--- src/rtl/jtframe_sdram_rfsh_sched_if.sv ---
// Bus between the refresh scheduler and the SDRAM host: tick, request/grant and command outputs.
interface jtframe_sdram_rfsh_sched_if #(
    parameter int unsigned CW = 6
);
    logic          start;
    logic          noreq;
    logic          bg;
    logic          br;
    logic          rfshing;
    logic          help;
    logic [3:0]    cmd;
    logic [12:0]   sdram_a;
    logic [CW-1:0] debt;

    modport master (
        input  start, noreq, bg,
        output br, rfshing, help, cmd, sdram_a, debt
    );

    modport slave (
        output start, noreq, bg,
        input  br, rfshing, help, cmd, sdram_a, debt
    );
endinterface

--- src/rtl/jtframe_sdram_rfsh_sched.sv ---
// Opportunistic SDRAM refresh scheduler: accumulates refresh debt and pays it off with
// PRECHARGE-all + REFRESH bursts, forcing refresh once the debt crosses a high-water mark.
module jtframe_sdram_rfsh_sched #(
    parameter int unsigned CW       = 6,
    parameter int unsigned RFSHCNT  = 9,
    parameter bit          HF       = 1'b1,
    parameter int unsigned TRP      = 2,
    parameter int unsigned TRFC     = HF ? 7 : 4,
    parameter int unsigned MAXBURST = 4,
    parameter int unsigned HELP_HI  = 2 ** (CW - 1),
    parameter int unsigned HELP_LO  = 2 ** (CW - 2)
) (
    input logic                       clk,
    input logic                       rst,
    jtframe_sdram_rfsh_sched_if.master bus
);
    localparam logic [3:0] CMD_NOP = 4'b0111;
    localparam logic [3:0] CMD_PRE = 4'b0010;
    localparam logic [3:0] CMD_REF = 4'b0001;

    localparam int unsigned TMAX = (TRP > TRFC) ? TRP : TRFC;
    localparam int unsigned WW   = ($clog2(TMAX) > 0) ? $clog2(TMAX) : 1;
    localparam int unsigned BW   = $clog2(MAXBURST + 1);
    localparam logic [CW:0] DEBT_MAX = {1'b0, {CW{1'b1}}};

    typedef enum logic [1:0] {StIdle, StPre, StRef} state_e;

    state_e        state_q, state_d;
    logic          br_q, br_d;
    logic          rfshing_q, rfshing_d;
    logic          help_q, help_d;
    logic [3:0]    cmd_q, cmd_d;
    logic [CW-1:0] debt_q, debt_d;
    logic [BW-1:0] burst_q, burst_d;
    logic [WW-1:0] wait_q, wait_d;
    logic          start_q;

    logic          start_edge, grant, issue, can_more;
    logic [CW:0]   debt_sum;

    always_comb begin
        start_edge = bus.start & ~start_q;
        grant      = (state_q == StIdle) && br_q && bus.bg;
        can_more   = (debt_q != '0) && (burst_q < BW'(MAXBURST)) && (bus.noreq || help_q);

        state_d   = state_q;
        cmd_d     = CMD_NOP;
        wait_d    = wait_q;
        burst_d   = burst_q;
        rfshing_d = rfshing_q;
        issue     = 1'b0;

        unique case (state_q)
            StIdle: begin
                if (grant) begin
                    rfshing_d = 1'b1;
                    cmd_d     = CMD_PRE;
                    wait_d    = WW'(TRP - 1);
                    burst_d   = '0;
                    state_d   = StPre;
                end
            end
            StPre: begin
                if (wait_q == '0) issue = 1'b1;
                else              wait_d = wait_q - 1'b1;
            end
            StRef: begin
                if (wait_q != '0) begin
                    wait_d = wait_q - 1'b1;
                end else if (can_more) begin
                    issue = 1'b1;
                end else begin
                    rfshing_d = 1'b0;
                    state_d   = StIdle;
                end
            end
            default: state_d = StIdle;
        endcase

        if (issue) begin
            cmd_d   = CMD_REF;
            burst_d = burst_q + 1'b1;
            wait_d  = WW'(TRFC - 1);
            state_d = StRef;
        end

        br_d = (state_q == StIdle) && (debt_q != '0) && (help_q || bus.noreq) && !grant;

        // One extra bit catches the overflow before saturating
        debt_sum = {1'b0, debt_q}
                 + (start_edge ? (CW + 1)'(RFSHCNT) : '0)
                 - ((issue && debt_q != '0) ? (CW + 1)'(1) : '0);
        debt_d   = (debt_sum > DEBT_MAX) ? DEBT_MAX[CW-1:0] : debt_sum[CW-1:0];

        help_d = help_q;
        if (debt_d >= CW'(HELP_HI))      help_d = 1'b1;
        else if (debt_d <= CW'(HELP_LO)) help_d = 1'b0;
    end

    always_ff @(posedge clk or posedge rst) begin
        if (rst) begin
            state_q   <= StIdle;
            br_q      <= 1'b0;
            rfshing_q <= 1'b0;
            help_q    <= 1'b0;
            cmd_q     <= CMD_NOP;
            debt_q    <= '0;
            burst_q   <= '0;
            wait_q    <= '0;
            start_q   <= 1'b0;
        end else begin
            state_q   <= state_d;
            br_q      <= br_d;
            rfshing_q <= rfshing_d;
            help_q    <= help_d;
            cmd_q     <= cmd_d;
            debt_q    <= debt_d;
            burst_q   <= burst_d;
            wait_q    <= wait_d;
            start_q   <= bus.start;
        end
    end

    assign bus.br      = br_q;
    assign bus.rfshing = rfshing_q;
    assign bus.help    = help_q;
    assign bus.cmd     = cmd_q;
    assign bus.debt    = debt_q;
    assign bus.sdram_a = 13'h400;
endmodule

--- src/flat_wrapper.sv ---
// flat-port wrapper written by rule: the top's interface ports become plain ports
module jtframe_sdram_rfsh_sched_flat 
#(
    parameter int unsigned CW       = 6,
    parameter int unsigned RFSHCNT  = 9,
    parameter bit          HF       = 1'b1,
    parameter int unsigned TRP      = 2,
    parameter int unsigned TRFC     = HF ? 7 : 4,
    parameter int unsigned MAXBURST = 4,
    parameter int unsigned HELP_HI  = 2 ** (CW - 1),
    parameter int unsigned HELP_LO  = 2 ** (CW - 2)
)
  (clk, rst, bus_start, bus_noreq, bus_bg, bus_br, bus_rfshing, bus_help, bus_cmd, bus_sdram_a, bus_debt);
  jtframe_sdram_rfsh_sched_if #(.CW(CW)) bus_i ();
  input logic clk;
  input logic rst;
  input wire logic [$bits(bus_i.start)-1:0] bus_start;
  input wire logic [$bits(bus_i.noreq)-1:0] bus_noreq;
  input wire logic [$bits(bus_i.bg)-1:0] bus_bg;
  output wire logic [$bits(bus_i.br)-1:0] bus_br;
  output wire logic [$bits(bus_i.rfshing)-1:0] bus_rfshing;
  output wire logic [$bits(bus_i.help)-1:0] bus_help;
  output wire logic [$bits(bus_i.cmd)-1:0] bus_cmd;
  output wire logic [$bits(bus_i.sdram_a)-1:0] bus_sdram_a;
  output wire logic [$bits(bus_i.debt)-1:0] bus_debt;
  assign bus_i.start = bus_start;
  assign bus_i.noreq = bus_noreq;
  assign bus_i.bg = bus_bg;
  assign bus_br = bus_i.br;
  assign bus_rfshing = bus_i.rfshing;
  assign bus_help = bus_i.help;
  assign bus_cmd = bus_i.cmd;
  assign bus_sdram_a = bus_i.sdram_a;
  assign bus_debt = bus_i.debt;
  jtframe_sdram_rfsh_sched #(.CW(CW), .RFSHCNT(RFSHCNT), .HF(HF), .TRP(TRP), .TRFC(TRFC), .MAXBURST(MAXBURST), .HELP_HI(HELP_HI), .HELP_LO(HELP_LO)) u_core (.clk(clk), .rst(rst), .bus(bus_i));
endmodule
--- config.mk ---
export PLATFORM = sky130hd
export DESIGN_NAME = jtframe_sdram_rfsh_sched_flat
export DESIGN_NICKNAME = d
export VERILOG_FILES = /design/src/rtl/jtframe_sdram_rfsh_sched_if.sv /design/src/rtl/jtframe_sdram_rfsh_sched.sv /design/src/flat_wrapper.sv
export SDC_FILE = /design/constraint.sdc
export NUM_CORES = 1
export LEC_CHECK = 0
export ABC_AREA = 1
export BUFFER_PORTS_ARGS = -buffer_cell sky130_fd_sc_hd__buf_2
export CAP_MARGIN = 20
export CORE_MARGIN = 5
export CORE_UTILIZATION = 50
export CTS_CLUSTER_DIAMETER = 50
export DETAILED_ROUTE_END_ITERATION = 7
export PLACE_DENSITY = 0.77
export SETUP_SLACK_MARGIN = 0.4
export SLEW_MARGIN = 20
export SYNTH_ARGS = -nofsm -noshare
export SYNTH_HDL_FRONTEND = slang
export SYNTH_SLANG_ARGS = --single-unit
--- constraint.sdc ---
create_clock -name clk -period 3.95 [get_ports clk]
set_clock_uncertainty 0.05 [all_clocks]
set_input_delay 0 -clock clk [delete_from_list [all_inputs] [get_ports clk]]
set_output_delay 0 -clock clk [all_outputs]
set_load 0.02 [all_outputs]
==> results of run 1 <==
## synth_stat cells
| library cell | number |
|---|---|
| nand3_2 | 1 |
| conb_1 | 2 |
| inv_2 | 2 |
| buf_4 | 14 |
| o21a_1 | 1 |
| xnor2_1 | 2 |
| a21oi_1 | 4 |
| inv_1 | 31 |
| nor2_4 | 1 |
| ha_1 | 16 |
| o21ai_0 | 5 |
| a21boi_0 | 1 |
| nand4_1 | 4 |
| nand3b_1 | 2 |
| nand2_1 | 43 |
| and2_4 | 1 |
| nand2_2 | 4 |
| buf_6 | 1 |
| fa_1 | 1 |
| a31oi_1 | 1 |
| nand3_1 | 13 |
| or2_1 | 1 |
| or2_4 | 1 |
| dfrtp_1 | 18 |
| o22ai_1 | 1 |
| o21ai_1 | 1 |
| nand2_4 | 2 |
| a21oi_2 | 1 |
| xor2_1 | 1 |
| nor2_1 | 9 |
| dfstp_2 | 3 |
| nor2_2 | 2 |
## final timing paths
check	from	endpoint	slack [ns]	cells past startpoint
max	u_core.wait_q[0]$_DFFE_PP0P_	u_core.bus.help$_DFFE_PP0P_	0.76	22
min	bus_noreq	u_core.bus.br$_DFF_PP0_	0.03	4
max reg2reg	u_core.wait_q[0]$_DFFE_PP0P_	u_core.bus.help$_DFFE_PP0P_	0.76	22
min reg2reg	u_core.burst_q[1]$_DFFE_PP0P_	u_core.burst_q[1]$_DFFE_PP0P_	0.44	2
max in group asynchronous	rst	u_core.bus.debt[1]$_DFF_PP0_	3.07	3
min in group asynchronous	rst	u_core.bus.help$_DFFE_PP0P_	0.31	3
## metal layers
metal  share of wire [%]  wire [um]
met4                 1.4         36
met5                   0          0
met3                 7.6        196
met2                  42       1100
met1                  48       1250
## power groups by stage
stage | Clock (mW) | Combinational, mW | Sequential, mW
detailed placement | 0 | 0.920 | 0.360
global route | 0.119 | 1.07 | 0.369
finish | 0.103 | 0.923 | 0.355
floorplan | 0 | 0.722 | 0.411
global placement | 0 | 0.901 | 0.358
CTS | 0.107 | 0.928 | 0.356
## logic make-up (layout without fill, tap and decap cells)
group,Yosys count,in the layout
buffers and inverters,48,55
flip-flops,21,21
adder cells (fa/ha/maj),17,17
other,2,14
AND/OR/NAND/NOR,84,84
XOR/XNOR,3,3
AO/OA/AOI/OAI,15,15
## timing repair
item | 4_1_cts | 5_1_grt
resized for setup | 0 | 0
hold endpoints to repair | 19 | 0
hold buffers | 2 | 0
## worst reg2reg max path, stage by stage (launching register included)
cell and delay, ns:
dfrtp_1 0.41, inv_1 0.09, ha_1 0.15, inv_1 0.04, nor2_2 0.12, o21ai_1 0.12, nor2_2 0.21, nand2_4 0.12
a31oi_1 0.17, ha_1 0.25, inv_1 0.05, ha_1 0.17, inv_1 0.06, fa_1 0.40, inv_1 0.08, nand2_2 0.05
nand2_2 0.07, nand3_2 0.06, nand3_1 0.09, and2_4 0.19, nand2_4 0.06, inv_2 0.05, nand2_2 0.04
## sequential cells by signal, summed over array words and instances (netlist names)
name and flops:
u_core.bus.help 1, u_core.wait_q 3, u_core.bus.br 1, u_core.state_q 2
u_core.bus.cmd 3, u_core.bus.rfshing 1, u_core.burst_q 3, u_core.bus.debt 6
u_core.start_q 1
## cell type report
type | count | area [um^2] | share of cell area (%)
clock buffer | 3 | 22.5 | 1.40
multi-input combinational | 133 | 791 | 49.0
tap | 33 | 41.3 | 2.56
inverter | 33 | 124 | 7.68
timing repair buffer | 18 | 100 | 6.21
sequential | 21 | 529 | 32.8
clock inverter | 1 | 5.00 | 0.310
==> impl_metrics.csv, run 1 <==
group,metric,value,unit
timing,max_freq,0.313,GHz
finish,finalNonFillerCells,242,
synthesis,yosysSeqAreaShare,34.9,%
finish,area_delta_synth_final,6.44,%
setup_path,crit_top_cell,"inv_1",
pwr,power.switching,697,uW
setup_path,cp_max_fo,10,
clocking,cts_tree,"yes",
run,drv_cap,0,
global_routing,track_usage,14.3,%
die,initial_utilization,50.9,%
clocking,cts-root-buf,"clkbuf_4",
synthesis,synth_area_leaders,"dfrtp_1 30%, ha_1 13%, nand2_1 11%",
global_routing,grt_util_met2,23.9,%
global_routing,grt_pass1_vias,1146,
synthesis,syn_inst,190,
global_routing,use_met1,19.2,%
detailed_routing,detail_route.wl_per_cell,10.7,um
timing,finalHoldViolCount,0,
synthesis,syn_avg_cell_area,7.97,um^2
pwr,p_int,684,uW
pwr,p_per_area,856,nW/um^2
clocking,cts_buffers,3,
global_routing,grtUsageMet3,1.91,%
synthesis,synthMuxAreaShare,0,%
detailed_routing,vias,1160,
synthesis,yosys.area.top_type,"dfrtp_1",
clocking,clockBufferDepth,2,
placed_design,pre_cts_ws,0.758,ns
finish,final_common_cell,"nand2_1",
timing,tightestPinTransition,0.755,ns
synthesis,synth_adder_area_share,14.5,%
synthesis,yosys.area_share.simple,26.8,%
pwr,pwr-share-seq,25.7,%
timing,period_minus_slack,3.19,ns
detailed_routing,first_pass_iters,4,
timing,rsz0062_at_grt,"false",
placed_design,placed_cells,236,
detailed_routing,drc,0,
timing,setup_viol,0,
clocking,clk_pin_slew,0.12,ns
outcome,status,"completed",
pwr,max-vdd-ir-drop,250,uV
setup_path,startpoint_type,"flop",
setup_path,cp-end-kind,"flop",
pwr,p_leak,0.923,nW
setup_path,slowest_stage,"dfrtp_1",
finish,fillCellCount,284,
die,core_area,2980,um^2
pwr,finalPower,1.38,mW
die,rows,20,
setup_path,arrival,3.35,ns
pwr,switching_share,50.5,%
finish,antenna_cells,0,
hold_path,hold_class,"primary input to flop",
die,die_w,65.1,um
clocking,cts_sinks,21,
clocking,worstSkewPairLatency,0.30,ns
synthesis,yosysUniqueCellTypes,32,
finish,drive_gt1_share,18.2,%
global_routing,grt_pass1_wl,4800,um
synthesis,yosysWarnings,0,
finish,fin_nets,232,
die,pin_count,31,
clocking,postCtsSetupBuffers,0,
detailed_routing,finalWirelength,2580,um
global_routing,gr-max-usage-layer,"met2",
finish,final_area,1610,um^2
clocking,cts_htree_levels,1,
setup_path,max_stage_delay,0.41,ns
synthesis,synth-xor-area-share,1.73,%
synthesis,syn_area,1520,um^2
timing,period_share,80.8,%
placed_design,place_congestion,0.816,
finish,mostFrequentLayoutCells,"43 x nand2_1, 31 x inv_1, 18 x dfrtp_1",
global_routing,grt_antenna_before_repair,0,
detailed_routing,drtIter0Drc,68,
setup_path,critical_path_class,"flop to flop",
timing,report.final.slew_viol_count,0,
global_routing,overflow,0,
timing,whs,0.0330,ns
synthesis,synth_top_area_share,29.7,%
synthesis,ys_seq_elements,21,
setup_path,cp.required,4.11,ns
global_routing,grt_max_degree,22,
synthesis,synth_compound_area_share,5.70,%
placed_design,placed_area,1570,um^2
setup_path,cp_num_buf_inv,6,
timing,fin_tns_setup,0,ns
die,die_h,65.1,um
timing,setup_ws,0.758,ns
finish,fin_util,54.2,%
die,fp.dieArea,4230,um^2
timing,relSlewSlack,49.6,%
placed_design,io_buffers,16,
setup_path,cp_cell_sequence,"inv_1 > ha_1 > inv_1 > nor2_2 > o21ai_1 > nor2_2 > nand2_4 > a31oi_1 > ha_1 > inv_1 > ha_1 > inv_1 > fa_1 > inv_1 > nand2_2 > nand2_2 > nand3_2 > nand3_1 > and2_4 > nand2_4 > inv_2 > nand2_2",
pwr,clockPowerShare,7.5,%
synthesis,synth_top_family_by_area,"simple AND/OR/NAND/NOR gates",
detailed_routing,ant_nets,0,
pwr,p_comb_share,66.8,%
detailed_routing,viasPerCell,4.79,
setup_path,cpLargestDelayFamily,"simple AND/OR/NAND/NOR gates",
placed_design,hpwl,2110,um
No activity file was read; power rests on OpenSTA's default activity.
==> inputs of run 2 (changes only) <==
Settings changed: ABC_AREA 1 to 0.
Clock period 3.95 ns to 3 ns, I/O delays scaled along.
==> run 2 against run 1 <==
Worst hold slack better by 0.036 ns. Combinational power is 26% higher. Cell area is 10% higher. Area after synthesis is 6.3% lower. First-iteration DRC count is 24% lower. Largest power group unchanged. Die area is 5.3% lower. Sequential power is 24% higher. The run now ends with setup timing left. Routed wire length is 24% higher.
==> impl_metrics.csv, run 2 <==
group,metric,value,unit
clocking,cts_buffers,3,
pwr,p_per_area,979,nW/um^2
finish,mostFrequentLayoutCells,"24 x buf_4, 18 x inv_1, 17 x dfrtp_1",
die,initial_utilization,51.9,%
detailed_routing,finalWirelength,3210,um
setup_path,cp_max_fo,7,
timing,finalHoldViolCount,0,
setup_path,cpLargestDelayFamily,"adder cells",
die,die_w,63.3,um
synthesis,async_flop_share,100,%
global_routing,grt_antenna_before_repair,0,
setup_path,slowest_stage,"dfrtp_1",
global_routing,track_usage,16.7,%
die,pin_count,31,
detailed_routing,ant_nets,0,
timing,tightestPinTransition,0.774,ns
hold_path,hold_class,"primary input to flop",
synthesis,ys_seq_elements,21,
global_routing,overflow,0,
global_routing,grt_pass1_wl,5310,um
finish,area_delta_synth_final,24.9,%
synthesis,yosysMostFrequentCell,"inv_1",
die,fp.dieArea,4010,um^2
placed_design,hpwl,2500,um
placed_design,place_congestion,0.830,
global_routing,grt_pass1_vias,1213,
timing,period_minus_slack,3.25,ns
timing,whs,0.0692,ns
clocking,cts_htree_levels,1,
detailed_routing,viasPerCell,5.07,
pwr,p_leak,0.907,nW
detailed_routing,drc,0,
outcome,status,"complete, but fails checks",
die,die_h,63.3,um
timing,period_share,108,%
timing,setup_ws,-0.247,ns
synthesis,yosysSeqAreaShare,37.3,%
clocking,cts_sinks,21,
setup_path,cp_cell_sequence,"inv_2 > ha_4 > or3b_4 > o31a_1 > nor2_1 > ha_1 > inv_1 > ha_2 > inv_2 > fa_2 > nand2b_4 > a21oi_4 > mux2i_1 > o2111ai_2 > nand2b_1",
detailed_routing,detail_route.wl_per_cell,13.9,um
pwr,finalPower,1.74,mW
setup_path,crit_top_cell,"inv_2",
synthesis,yosys.area.top_type,"dfrtp_1",
detailed_routing,vias,1171,
synthesis,syn_avg_cell_area,9.10,um^2
timing,report.final.slew_viol_count,0,
setup_path,max_stage_delay,0.41,ns
timing,rsz0062_at_grt,"true",
placed_design,placed_area,1650,um^2
pwr,max-vdd-ir-drop,863,uV
clocking,clockBufferDepth,2,
run,drv_cap,0,
clocking,cts-root-buf,"clkbuf_4",
synthesis,synth_top_area_share,31.7,%
detailed_routing,first_pass_iters,4,
synthesis,yosysUniqueCellTypes,37,
finish,fin_nets,223,
synthesis,synth_area_leaders,"dfrtp_1 32%, ha_1 14%, buf_4 7.4%",
setup_path,critical_path_class,"flop to flop",
synthesis,synth-edff-count,0,
die,rows,19,
clocking,worstSkewPairLatency,0.31,ns
synthesis,syn_area,1420,um^2
synthesis,synth_common_cells,"20 x inv_1, 18 x dfrtp_1, 16 x ha_1",
setup_path,cp-end-kind,"flop",
timing,relSlewSlack,48.3,%
synthesis,syn_inst,156,
outcome,violations,"setup timing",
synthesis,synthFlopType,"dfrtp_1",
setup_path,cp_num_buf_inv,3,
timing,max_freq,0.308,GHz
placed_design,pre_cts_ws,-0.262,ns
setup_path,arrival,3.45,ns
finish,final_common_cell,"buf_4",
finish,largest_reg_flops,6,
placed_design,io_buffers,16,
detailed_routing,drtIter0Drc,52,
timing,fin_tns_setup,-1.52,ns
setup_path,r2r_setup_slack,-0.25,ns
clocking,clk_pin_slew,0.12,ns
clocking,cts_tree,"yes",
timing,setup_viol,7,
die,core_area,2730,um^2
setup_path,cp.required,3.20,ns
synthesis,yosysWarnings,0,
finish,drive_gt1_share,30.5,%
finish,final_area,1770,um^2
global_routing,grt_max_degree,22,
setup_path,startpoint_type,"flop",
finish,antenna_cells,0,
[run 2: changes by cell type after synthesis, sizes merged, moves of 3 or more]
cell / delta
nand4: -4
nand2b: +4
nor3b: +3
inv: -13
nand2: -38
nand3: -8
[run 2: final cells by class]
class | instances | area (um^2)
multi-input combinational | 112 | 813
fill | 215 | 960
tap | 31 | 38.8
sequential | 21 | 531
inverter | 20 | 75.1
clock buffer | 4 | 26.3
timing repair buffer | 43 | 290
[run 2: metrics by stage]
stage          std cells  utilization (%)
2_1_floorplan        168                -
3_3_place_gp         219             60.4
3_5_place_dp         219             60.4
4_1_cts              230             64.1
5_1_grt              231             64.9
6_report             231             64.9
[run 2: timing repair]
action,in CTS,in global routing
endpoints found under the setup margin,7,7
buffers inserted,4,1
pin swaps,6,6
resized for setup,3,4
hold buffers,3,0
cloned,0,0
hold endpoints to repair,20,0
[run 2: logic make-up after synthesis]
group	share of synthesized area, %
AOI/OAI and AO/OA	13.7
xor gates and xnor gates	2.47
buffers and inverters	13.0
adders and majority gates	15.5
muxes	0.705
and+or+nand+nor	16.7
DFF	37.3
other	0.529
[run 2: worst min-delay path, cell delays in order]
cell and delay (ns):
buf_2 0.10, nor2_1 0.13, buf_4 0.14, nor3b_1 0.04
[run 2: worst paths after layout]
kind                                          startpoint                             to  depth (start not counted)
hold reg to reg            u_core.burst_q[0]$_DFFE_PP0P_  u_core.burst_q[0]$_DFFE_PP0P_                          1
setup / recovery           u_core.state_q[0]$_DFFE_PP0P_   u_core.bus.debt[0]$_DFF_PP0_                         15
min in group asynchronous                            rst   u_core.wait_q[0]$_DFFE_PP0P_                          3
setup reg to reg           u_core.state_q[0]$_DFFE_PP0P_   u_core.bus.debt[0]$_DFF_PP0_                         15
hold / removal                                 bus_noreq        u_core.bus.br$_DFF_PP0_                          4
max in group asynchronous                            rst   u_core.bus.debt[5]$_DFF_PP0_                          3
[run 2: power by group]
| part | switching (mW) | leakage (nW) | internal [mW] | total (mW) |
|---|---|---|---|---|
| Sequential | 0.0545 | 0.238 | 0.384 | 0.439 |
| Clock | 0.0901 | 0.0150 | 0.0520 | 0.142 |
| Combinational | 0.646 | 0.654 | 0.511 | 1.16 |
[run 2: per-layer routing]
metal / wire, um / global-route usage [%] / vias to the layer above
li1: - / - / 587
met1: 1260 / 17.9 / 547
met2: 1740 / 32.1 / 30
met3: 146 / 2.13 / 7
met4: 67 / 7.01 / 0
met5: 0 / 0 / -
